==> src/rtl/mac_accum_lp.sv <==
// mac_accum_lp: saturating dot-product accumulator for MULT_LP products with valid/ready result and downstream clock-enable.
module mac_accum_lp #(
  parameter int ACC_W = 24,
  parameter int CNT_W = 10
) (
  input  logic             CLK,
  input  logic             RST_N,
  input  logic             START,
  input  logic [CNT_W-1:0] LEN_IN,
  input  logic [15:0]      PROD,
  input  logic             PROD_VALID,
  output logic             PROD_READY,
  output logic [ACC_W-1:0] RES,
  output logic             RES_SAT,
  output logic             RES_VALID,
  input  logic             RES_READY,
  output logic             BUSY,
  output logic             CLK_EN
);
  typedef enum logic [1:0] {IDLE, ACCUM, DONE} state_t;
  state_t           state_q, state_d;
  logic [ACC_W-1:0] acc_q, acc_d;
  logic [CNT_W-1:0] cnt_q, cnt_d, len_q, len_d;
  logic             sat_q, sat_d;
  logic [ACC_W:0]   sum;
  assign sum        = {1'b0, acc_q} + {{(ACC_W-15){1'b0}}, PROD};
  assign PROD_READY = state_q == ACCUM;
  assign RES_VALID  = state_q == DONE;
  assign BUSY       = state_q != IDLE;
  assign CLK_EN     = BUSY | START;
  assign RES        = acc_q;
  assign RES_SAT    = sat_q;
  always_comb begin
    state_d = state_q;
    acc_d   = acc_q;
    cnt_d   = cnt_q;
    len_d   = len_q;
    sat_d   = sat_q;
    case (state_q)
      IDLE: if (START) begin
        len_d   = LEN_IN;
        acc_d   = '0;
        cnt_d   = '0;
        sat_d   = 1'b0;
        state_d = LEN_IN == '0 ? DONE : ACCUM;
      end
      ACCUM: if (PROD_VALID) begin
        // overflow pins acc at all ones, so a saturated vector stays saturated
        acc_d   = sum[ACC_W] ? '1 : sum[ACC_W-1:0];
        sat_d   = sat_q | sum[ACC_W];
        cnt_d   = cnt_q + 1'b1;
        state_d = cnt_q == len_q - 1'b1 ? DONE : ACCUM;
      end
      DONE: state_d = RES_READY ? IDLE : DONE;
      default: state_d = IDLE;
    endcase
  end
  always_ff @(posedge CLK or negedge RST_N) begin
    if (!RST_N) begin
      state_q <= IDLE;
      acc_q   <= '0;
      cnt_q   <= '0;
      len_q   <= '0;
      sat_q   <= 1'b0;
    end else begin
      state_q <= state_d;
      acc_q   <= acc_d;
      cnt_q   <= cnt_d;
      len_q   <= len_d;
      sat_q   <= sat_d;
    end
  end
endmodule

==> config.mk <==
export PLATFORM = sky130hd
export DESIGN_NAME = mac_accum_lp
export DESIGN_NICKNAME = d
export VERILOG_FILES = /design/src/rtl/mac_accum_lp.sv
export SDC_FILE = /design/constraint.sdc
export NUM_CORES = 1
export LEC_CHECK = 0
export ABC_CLOCK_PERIOD_IN_PS = 2810
export CORE_MARGIN = 3
export CORE_UTILIZATION = 53
export CTS_CLUSTER_SIZE = 28
export DETAILED_ROUTE_END_ITERATION = 8
export MAX_ROUTING_LAYER = met4
export PLACE_DENSITY = 0.92
export SYNTH_ARGS = -nofsm -noshare
export SYNTH_HDL_FRONTEND = slang
export SYNTH_SLANG_ARGS = --single-unit
==> constraint.sdc <==
create_clock -name CLK -period 2.81 [get_ports CLK]
set_input_delay 0.4215 -clock CLK [delete_from_list [all_inputs] [get_ports CLK]]
set_output_delay 0.4215 -clock CLK [all_outputs]
set_load 0.02 [all_outputs]
; After elaboration in Yosys (flattened, before gate mapping)
; Cells that the tools add are included.
[classes]
reduce_logical = 7
bitwise = 2
addsub = 3
n_eq_ne = 5
muxes = 16
[ops]
columns = op, count
row1 = $mux 24, 3
row2 = $pmux 24 s2, 1
row3 = $add 24x16->25, 1
row4 = $mux 10, 2
row5 = $pmux 10 s2, 1
row6 = $add 10x1->10 const B, 1
row7 = $eq 10x10->1, 1
row8 = $logic_not 10->1, 1
row9 = $mux 2, 5
row10 = $sub 10x1->10 const B, 1
row11 = $pmux 2 s3, 1
row12 = $ne 2x2->1 const B, 2
row13 = $reduce_and 2->1, 2
row14 = $reduce_bool 2->1, 2
row15 = $reduce_and 3->1, 1
row16 = $eq 2x1->1 const B, 1
row17 = $eq 2x2->1 const B, 1
row18 = $logic_not 2->1, 1
row19 = $mux 1, 2
row20 = $or 1x1->1, 2
row21 = $pmux 1 s2, 1
[word_totals]
reg_bits = 47

; Depth between registers and ports, before layout
[logic_depth]
depth_word = 5
ltp_mapped = 10

; Worst setup path before layout
; Ideal clock, no wire load.
[synth_timing]
kind = flip-flop to flip-flop
start = register acc_q[0], in the netlist RES[0]
end = register acc_q[13], in the netlist RES[13]
required_time_ns = 2.659
path_stages_with_launch = 11
setup_ns = 0.151
path_slack_ns = 0.256
arrival_time_ns = 2.403
path_cell_list = dfrtp_1 -> ha_1 -> fa_1 -> a21o_1 -> o21ai_2 -> a31oi_4 -> nor4b_2 -> or4_1 -> buf_2 -> buf_6 -> a41oi_1
[synth_between]
elab_chain_len = 4
[synth_rtl]
columns = item, line
row1 = from (decl), 22  ; logic [ACC_W-1:0] acc_q, acc_d;
row2 = from (signal assigned), 61  ; acc_q <= '0;
row3 = from (signal assigned), 67  ; acc_q <= acc_d;
row4 = $add 24x16->25, 26  ; assign sum = {1'b0, acc_q} + {{(ACC_W-15){1'b0}}, PROD};
row5 = $mux 24, 49  ; acc_d = sum[ACC_W] ? '1 : sum[ACC_W-1:0];
row6 = $mux 24, 47  ; ACCUM: if (PROD_VALID) begin
row7 = $pmux 24 s2, 39  ; case (state_q)
; No other way between the ends. The select of a mux whose other input is x is not followed.
; A chain may end at the register's enable or synchronous reset.

; Worst setup path in the final report
[layout_timing]
start = input port PROD[0]
end = register acc_q[23], in the netlist RES[23]
[layout_between]
elab_chain_len = 4
[layout_rtl]
columns = item, line
row1 = from (decl), 10  ; input logic [15:0] PROD,
row2 = $add 24x16->25, 26
row3 = $mux 24, 49
row4 = $mux 24, 47
row5 = $pmux 24 s2, 39
; No other way between the ends. The select of a mux whose other input is x is not followed.

==> flow_metrics.env <==
export IMPL_critPathCaptureType="flop"
export IMPL_ys_seq_area_share_pct=36.72
export IMPL_path_max_fanout=4
export IMPL_regToRegEndpoint="RES[23]"
export IMPL_worst_pin_slew_ns=1.047
export IMPL_postRouteAntennaNets=0
export IMPL_critPathTopFamily="buffers and inverters"
export IMPL_crit_path_frequent_cell="buf_4"
export IMPL_num_antenna_cells=0
export IMPL_p_total_mw=4.471
export IMPL_synth_edf_count=0
export IMPL_maxSlewHeadroom_pct=30.19
export IMPL_clk_latency_ns=0.32
export IMPL_crit_chain="clkdlybuf4s50_1 > ha_2 > fa_2 > a21o_1 > o21ai_2 > a31oi_4 > nor4b_2 > buf_4 > nor4_2 > buf_4 > nor2_1 > a211oi_1"
export IMPL_io_pins=60
export IMPL_dieHeight_um=83.74
export IMPL_p_per_area_mw_per_mm2=1066
export IMPL_r2r_cells=11
export IMPL_finalCritPeriodShare_pct=100.2
export IMPL_grt_use_total_pct=26.86
export IMPL_drt_first_pass_iters=7
export IMPL_routed_wl_mm=9.460
export IMPL_place_gp_congestion=0.9753
export IMPL_r2r_setup_slack_ns=0.14
export IMPL_finalSetupTns_ns=-0.006640
export IMPL_cts_sinks=47
export IMPL_synthCells=374
export IMPL_dp_hpwl_mm=6.758
export IMPL_num_vias=3305
export IMPL_grt_max_degree=48
export IMPL_setup_violations=1
export IMPL_violations="design-rule violations, negative setup slack"
export IMPL_wl_met3_um=806
export IMPL_die_area_sq_mm=0.007012
export IMPL_ys_ff_latch=47
export IMPL_via_per_inst=6.212
export IMPL_crit_reg2reg_launch="RES[0]"
export IMPL_fp_dieW_um=83.74
export IMPL_fin_ws_ns=-0.006640
export IMPL_overflow=0
export IMPL_antenna_found_initial=0
export IMPL_area_growth_pct=30.90
export IMPL_arrival_ns=2.98
export IMPL_initialDrtViolationCount=395
export IMPL_hold_class="input pin to async pin"
export IMPL_status="finished with violations"
export IMPL_route_detailed_drc=1
export IMPL_cp_num_buf_inv=3
export IMPL_cts_hold_buf=0
export IMPL_final_nets=509
export IMPL_wl_per_cell_um=17.78
export IMPL_fillCellCount=387
export IMPL_max_stage_delay_ns=0.43
export IMPL_drive_gt1_share_pct=12.83
export IMPL_root_buffer="clkbuf_8"
export IMPL_wl_met2_mm=4.603
export IMPL_grt_pass1_vias=3182
export IMPL_avgSynthCellArea_sq_um=8.564
export IMPL_synth_warnings=0
export IMPL_cts_buffer_depth=2
export IMPL_met1_length_mm=3.874
export IMPL_fin_crit_ns=2.817
export IMPL_h_tree_depth=2
export IMPL_ir_worst_vdd_mv=0.7013
export IMPL_p_leak_nw=1.920
export IMPL_port_buffer_count=59
export IMPL_clkTransAtPathRegs_ns=0.08
export IMPL_cts_buffers=5
export IMPL_coreArea_sq_mm=0.005675
export IMPL_start_kind="input pin"
export IMPL_cp_required_ns=2.97
export IMPL_num_rows=27
export IMPL_syn_area_sq_mm=0.003203
export IMPL_syn_nets=424
export IMPL_yosysUniqueCellTypes=50
export IMPL_finalClockSkew_ns=0.01420
export IMPL_critPathKind="input pin to flop"
export IMPL_top_layer_used="met4"
export IMPL_grt_pass1_wl_mm=15.12
export IMPL_cts_tree="built"
export IMPL_cap_violations=0
export IMPL_start_util_pct=56.44
export IMPL_synth_top_flop_cell="dfrtp_1"
export IMPL_worst_path_max_delay_cell="clkdlybuf4s50_1"
export IMPL_max_freq_ghz=0.3550
export IMPL_hold_viol=0
export IMPL_async_flop_share_pct=100.0
export IMPL_slew_viol_final=0
logic make-up (layout without fill, tap and decap cells):
| family | count (synthesis) | after routing | synth area share (%) |
|---|---|---|---|
| xor+xnor | 30 | 30 | 8.203 |
| fa+ha+maj | 19 | 19 | 7.656 |
| compound gates | 106 | 106 | 21.76 |
| simple gates | 145 | 145 | 21.52 |
| buf+inv | 24 | 110 | 3.203 |
| flops | 47 | 47 | 36.72 |
| mux | 3 | 3 | 0.9375 |
how the worst max path moves through the flow:
| stage | startpoint | endpoint | slack, ns | cells past startpoint |
|---|---|---|---|---|
| 2_1_floorplan | RES[0] | RES[13] | 0.26 | 10 |
| 3_3_place_gp | PROD[0] | RES[22] | -0.15 | 11 |
| 3_5_place_dp | PROD[0] | RES[22] | -0.31 | 11 |
| 4_1_cts | PROD[0] | RES[16] | 0.02 | 11 |
| 6_report | PROD[0] | RES[23] | -0.007 | 12 |
| 5_1_grt | PROD[0] | RES[23] | -0.05 | 12 |
power breakdown:
group,internal (mW),leakage [nW],switching [mW]
registers,0.921,0.591,0.302
logic,1.35,1.29,1.48
clock network,0.174,0.0402,0.252
routing by layer:
layer,GRT usage [%],vias up
li1,-,1526
met1,35.15,1555
met2,43.24,197
met3,4.442,27
met4,7.602,0
met5,-,-
cells in the final DEF (no fill, tap or decap), types with 7 or more instances in the layout:
master and instances:
nand2_1 58, clkdlybuf4s50_1 58, dfrtp_1 47, buf_4 36, a21oi_1 32, nor2_1 30, o21ai_0 20, ha_1 17
xnor2_1 16, xor2_1 14, nand3_1 13, and3_1 12, a31oi_1 10, inv_1 7, a21o_1 7
Yosys cell counts, types with 2 or more instances:
master / count / share of area [%]
nand2_1: 58 / 6.8
dfrtp_1: 47 / 37
a21oi_1: 32 / 5.0
nor2_1: 30 / 3.5
o21ai_0: 20 / 3.1
ha_1: 18 / 7.0
xnor2_1: 16 / 4.4
xor2_1: 14 / 3.8
nand3_1: 13 / 2.0
and3_1: 12 / 2.3
a31oi_1: 11 / 2.1
clkbuf_1: 11 / 1.3
a21o_1: 7 / 1.6
inv_1: 7 / 0.82
a211oi_1: 6 / 1.4
nor3_1: 6 / 0.94
nor4_1: 6 / 1.2
and2_1: 5 / 0.98
nor3b_1: 4 / 0.94
a311oi_1: 3 / 0.82
a41o_1: 3 / 0.94
buf_2: 3 / 0.47
mux2i_1: 3 / 0.94
o211a_1: 3 / 0.94
o211ai_1: 3 / 0.70
o21a_1: 3 / 0.70
a21bo_2: 2 / 0.63
a22o_1: 2 / 0.55
nor2b_1: 2 / 0.39
o21ai_1: 2 / 0.31
o21ai_2: 2 / 0.55
or4_1: 2 / 0.47
sequential cells by signal, indices dropped and copies added, names as in the netlist:
name / cells
len_q: 10
RES: 24
state_q: 2
cnt_q: 10
RES_SAT: 1
area by class of cell:
class	instances	area [sq um]	share of cell area (%)
Sequential cell	47	1176	28.05
Inverter	7	26.28	0.6267
Clock buffer	5	68.82	1.641
Multi-Input combinational cell	303	1956	46.64
Tap cell	72	90.09	2.149
Timing Repair Buffer	95	855.8	20.41
Clock inverter	3	20.02	0.4775
metrics by stage:
stage	instances	cell area, sq um	hold slack (ns)	worst slack [ns]	util (%)
2_1_floorplan	374	3203	0.1259	0.2557	-
3_3_place_gp	523	4065	0.4814	-0.1478	71.63
3_5_place_dp	523	4065	0.4913	-0.3134	71.63
4_1_cts	531	4154	0.3253	0.01718	73.19
5_1_grt	532	4193	0.3815	-0.05377	73.88
6_report	532	4193	0.2841	-0.006640	73.88
repair_timing:
| action | in CTS | in global routing |
|---|---|---|
| setup buffers | 0 | 1 |
| resized for setup | 0 | 6 |
| setup endpoints to repair | 0 | 13 |
Note: power is estimated with default switching activity, not from simulation.
